## src/rtl/dmem_pkg.sv

```systemverilog
// Shared types and defaults for the data-memory arbiter slice.
package dmem_pkg;

    localparam int DMEM_ADDR_W = 8;
    localparam int DMEM_DATA_W = 32;
    localparam int STARVE_W    = 4;

    typedef enum logic [1:0] {
        NONE = 2'd0,
        CPU  = 2'd1,
        DMA  = 2'd2
    } owner_t;

    // Owner of the read issued this cycle; at most one of the inputs is set.
    function automatic owner_t read_owner(input logic cpu_rd, input logic dma_rd);
        if (cpu_rd) return CPU;
        if (dma_rd) return DMA;
        return NONE;
    endfunction

endpackage

```

## src/rtl/dmem_arb_starve.sv

```systemverilog
// Saturating count of consecutive denied DMA cycles; force_dma hands the next
// contested cycle to the DMA once the count reaches MAX_WAIT.
module dmem_arb_starve
    import dmem_pkg::*;
#(
    parameter int MAX_WAIT = 4
) (
    input  logic clk,
    input  logic rst,
    input  logic dma_req,
    input  logic dma_gnt,
    output logic force_dma
);

    localparam logic [STARVE_W-1:0] WAIT_MAX = STARVE_W'(MAX_WAIT);

    logic [STARVE_W-1:0] starve_cnt_q, starve_cnt_d;

    always_comb begin
        starve_cnt_d = '0;
        if (dma_req && !dma_gnt)
            starve_cnt_d = (starve_cnt_q == WAIT_MAX) ? starve_cnt_q : starve_cnt_q + 1'b1;
    end

    always_ff @(posedge clk) begin
        if (rst) starve_cnt_q <= '0;
        else     starve_cnt_q <= starve_cnt_d;
    end

    assign force_dma = (starve_cnt_q == WAIT_MAX);

endmodule

```

## src/rtl/dmem_arbiter.sv

```systemverilog
// Shares the single-port data memory between the CPU MEM stage and the DMA port.
// DMEM_ARB_RR_EN selects round-robin priority instead of CPU priority + starvation guard.
module dmem_arbiter
    import dmem_pkg::*;
#(
    parameter int ADDR_W   = DMEM_ADDR_W,
    parameter int DATA_W   = DMEM_DATA_W,
    parameter int MAX_WAIT = 4
) (
    input  logic              clk,
    input  logic              rst,
    input  logic              cpu_req,
    input  logic              cpu_we,
    input  logic [ADDR_W-1:0] cpu_addr,
    input  logic [DATA_W-1:0] cpu_wdata,
    output logic              cpu_gnt,
    output logic              cpu_stall,
    output logic              cpu_rvalid,
    output logic [DATA_W-1:0] cpu_rdata,
    input  logic              dma_req,
    input  logic              dma_we,
    input  logic [ADDR_W-1:0] dma_addr,
    input  logic [DATA_W-1:0] dma_wdata,
    output logic              dma_gnt,
    output logic              dma_rvalid,
    output logic [DATA_W-1:0] dma_rdata,
    output logic              mem_we,
    output logic              mem_re,
    output logic [ADDR_W-1:0] mem_addr,
    output logic [DATA_W-1:0] mem_wdata,
    input  logic [DATA_W-1:0] mem_rdata
);

    logic   cpu_wins;
    owner_t rd_owner_q, rd_owner_d;

`ifdef DMEM_ARB_RR_EN
    // last_gnt_q: 1 = DMA was granted last, so the CPU goes first after reset.
    logic last_gnt_q, last_gnt_d;

    assign cpu_wins = cpu_req & (~dma_req | last_gnt_q);

    always_comb begin
        last_gnt_d = last_gnt_q;
        if (cpu_req || dma_req) last_gnt_d = ~cpu_wins;
    end

    always_ff @(posedge clk) begin
        if (rst) last_gnt_q <= 1'b1;
        else     last_gnt_q <= last_gnt_d;
    end
`else
    logic force_dma;

    dmem_arb_starve #(.MAX_WAIT(MAX_WAIT)) u_starve (
        .clk       (clk),
        .rst       (rst),
        .dma_req   (dma_req),
        .dma_gnt   (dma_gnt),
        .force_dma (force_dma)
    );

    assign cpu_wins = cpu_req & (~dma_req | ~force_dma);
`endif

    assign cpu_gnt   = cpu_wins;
    assign dma_gnt   = dma_req & ~cpu_wins;
    assign cpu_stall = cpu_req & ~cpu_gnt;

    always_comb begin
        mem_we    = (cpu_gnt & cpu_we)  | (dma_gnt & dma_we);
        mem_re    = (cpu_gnt & ~cpu_we) | (dma_gnt & ~dma_we);
        mem_addr  = dma_gnt ? dma_addr  : cpu_addr;
        mem_wdata = dma_gnt ? dma_wdata : cpu_wdata;
        rd_owner_d = read_owner(cpu_gnt & ~cpu_we, dma_gnt & ~dma_we);
    end

    always_ff @(posedge clk) begin
        if (rst) rd_owner_q <= NONE;
        else     rd_owner_q <= rd_owner_d;
    end

    // Gating with rst drops a read response that lands in a reset cycle.
    assign cpu_rvalid = (rd_owner_q == CPU) & ~rst;
    assign dma_rvalid = (rd_owner_q == DMA) & ~rst;
    assign cpu_rdata  = mem_rdata;
    assign dma_rdata  = mem_rdata;

endmodule

```

## config.mk

```make
export PLATFORM = sky130hd
export DESIGN_NAME = dmem_arbiter
export DESIGN_NICKNAME = d
export VERILOG_FILES = /design/src/rtl/dmem_pkg.sv /design/src/rtl/dmem_arb_starve.sv /design/src/rtl/dmem_arbiter.sv
export SDC_FILE = /design/constraint.sdc
export NUM_CORES = 1
export LEC_CHECK = 0
export BUFFER_PORTS_ARGS = -buffer_cell sky130_fd_sc_hd__buf_2
export CORE_AREA = 2 2 88 90
export DETAILED_ROUTE_END_ITERATION = 7
export DIE_AREA = 0 0 90 92
export PLACE_DENSITY_LB_ADDON = 0.12
export SYNTH_ARGS = -nofsm -noshare
export SYNTH_HDL_FRONTEND = slang
export SYNTH_SLANG_ARGS = --single-unit
```

## constraint.sdc

```tcl
create_clock -name clk -period 6.2 [get_ports clk]
set_input_delay 1.86 -clock clk [delete_from_list [all_inputs] [get_ports clk]]
set_output_delay 1.86 -clock clk [all_outputs]
set_load 0.005 [all_outputs]
```

==> results.cfg <==
[worst_setup_path]
r2r_start = u_starve.starve_cnt_q[0]
rrSetupSlack_ns = 4.66
cp_max_fo = 42
crit_required_ns = 4.34
worstSetupEndpointType = output port
arrival_ns = 3.19
cp-start-kind = input port
rr_endpoint = u_starve.starve_cnt_q[2]
r2r_cells = 5
endpoint = mem_wdata[15]
worst-setup-path-type = in -> out
critical_path.startpoint = cpu_req

[clock_tree]
h-tree-depth = 1
cts_hold_buf = 0
cts_setup_buffers = 0
clk_latency_ns = 0.22
ctsResizeCount = 0
ctsLongestPathBuffers = 2
clkTransAtPathRegs_ns = 0.04
cts_tree = done
cts-root-buf = clkbuf_8
cts_sinks = 6
numCtsBuffers = 3

[global_route]
grt.overflow.total = 0
antenna_found_initial = 0
grt_pass1_vias = 1233
grt_pass1_wl_um = 6150
grt_max_degree = 43
track_usage_pct = 9.07

[hold_path]
hp-class = reg -> reg

[timing]
fin_setup_tns_ns = 0
setup_viol = 0
rsz0062_at_grt = false
slew_violations = 0
fin_worst_skew_ns = 0.00152
holdWs_ns = 0.458
tightest_slew_ns = 0.536
timing.final.crit_share_pct = 81.4
finalHoldViolations = 0
fmax_mhz = 198
relSlewSlack_pct = 64.3
fin_crit_ns = 5.05
fin_ws_ns = 1.15

[route]
vias = 1168
wl_per_cell_um = 12.7
drtIter0Drc = 11
vias_per_cell = 3.73
drc = 0
firstDrtPassIters = 3
wl_um = 3960
ant_nets = 0

[placement]
dp_hpwl_um = 3420
dp_slack_ns = 1.10
gp_congestion = 0.745
port_buffers = 132

[floorplanning]
die_x_um = 90
num_rows = 32
core_um2 = 7450
die_h_um = 92
start_util_pct = 17.2
num_io_pins = 229
die_area_um2 = 8280

[power]
powerDensity_nw_per_um2 = 113
p_leak_nw = 0.847
ir_worst_vdd_uv = 41.7

[logic_synthesis]
synthFlopType = dfxtp_1
yosysSeqAreaShare_pct = 9.38
synth-seq-cells = 6
synth_area_um2 = 1280
yosys-top-cells-area = buf_4 (38%), mux2_1 (33%), dfxtp_1 (9.4%), buf_6 (3.5%), mux2_2 (2.6%)
syn-instance-count = 143
postSynthAreaPerCell_um2 = 8.96
synth_top_area_cell = buf_4
netlist_top_cells_count = buf_4 (64), mux2_1 (37), dfxtp_1 (6), nor2_1 (6)
yosysMostFrequentCell = buf_4
netlist-cell-type-count = 23
synthesis.nets = 263
synth_edf_count = 0
synth_top_area_share_pct = 37.5
async_reset_ff_share_pct = 0
ys_warn_count = 0

[cells_and_area]
antenna_cells = 0
fill_cells = 877
layout.nets = 333
drive_above_1_share_pct = 66.8
syn2layout_area_growth_pct = 24.3
post-route-util_pct = 21.4

[job]
drv_cap = 0

[run_status]
status = completed
-- critical path: stages --
cell	delay [ns]
buf_2	0.09
inv_1	0.07
o21ai_4	0.15
buf_4	0.46
mux2_1	0.39
buf_2	0.13
-- power by group --
part / switching, mW / internal (mW)
sequential: 0.000576 / 0.0396
combinational: 0.0320 / 0.0488
clock: 0.0173 / 0.0418
-- sequential cells by signal (all words and copies together), names as in the netlist --
| name | count |
|---|---|
| u_starve.starve_cnt_q | 4 |
| rd_owner_q | 2 |
-- per-layer routing --
layer / share of wire, % / vias up / GRT usage [%]
met5: 0 / - / 0
met4: 2.7 / 0 / 3.72
met3: 11 / 19 / 3.12
met2: 49 / 94 / 16.7
met1: 37 / 505 / 9.42
li1: - / 550 / -
-- placed cells by master (no fill, tap or decap) --
| master | count |
|---|---|
| mux2_2 | 3 |
| buf_4 | 1 |
| or3_1 | 1 |
| buf_2 | 132 |
| o21ai_4 | 1 |
| a211o_1 | 1 |
| mux2_1 | 37 |
| nor2_1 | 6 |
| xnor2_1 | 1 |
| and3b_1 | 1 |
| clkbuf_8 | 3 |
| dfxtp_1 | 6 |
| nand3_1 | 1 |
| inv_2 | 1 |
| nand3b_1 | 1 |
| a22o_1 | 1 |
| inv_1 | 4 |
| o21ai_0 | 1 |
| nor3b_1 | 2 |
| nand2_1 | 1 |
| nor3_1 | 1 |
| a21oi_1 | 2 |
| mux2i_1 | 1 |
| ha_1 | 2 |
-- worst min path at each step --
stage,to,startpoint,cells past startpoint
CTS,u_starve.starve_cnt_q[0],u_starve.starve_cnt_q[0],1
global route,u_starve.starve_cnt_q[0],u_starve.starve_cnt_q[0],1
finish,u_starve.starve_cnt_q[0],u_starve.starve_cnt_q[0],1
global placement,u_starve.starve_cnt_q[0],u_starve.starve_cnt_q[0],1
floorplan,u_starve.starve_cnt_q[0],u_starve.starve_cnt_q[0],1
detailed placement,u_starve.starve_cnt_q[0],u_starve.starve_cnt_q[0],1
-- kinds of logic (layout without fill, tap and decap cells) --
group | after synthesis | count (layout) | share of synthesized area, %
buf+inv | 73 | 141 | 42.5
mux | 41 | 41 | 35.9
simple gates | 14 | 14 | 5.76
compound gates | 6 | 6 | 3.81
flops | 6 | 6 | 9.38
fa+ha+maj | 2 | 2 | 1.95
xor+xnor | 1 | 1 | 0.684
-- cell type report --
type                       count  area, µm²  area share [%]
clock buffer                   3       41.3            2.59
tap                          102        128            8.01
timing repair buffer         133        668            41.9
multi-input combinational     64        617            38.7
sequential                     6        120            7.54
inverter                       5       18.8            1.18
-- metrics by stage --
stage / total power, mW / cells / instance area [µm²]
6_report: 0.180 / 313 / 1590
5_1_grt: 0.195 / 313 / 1590
4_1_cts: 0.185 / 313 / 1590
3_5_place_dp: 0.123 / 310 / 1550
3_3_place_gp: 0.124 / 310 / 1550
2_1_floorplan: 0.107 / 143 / 1280
No activity file was read; power rests on OpenSTA's default activity.
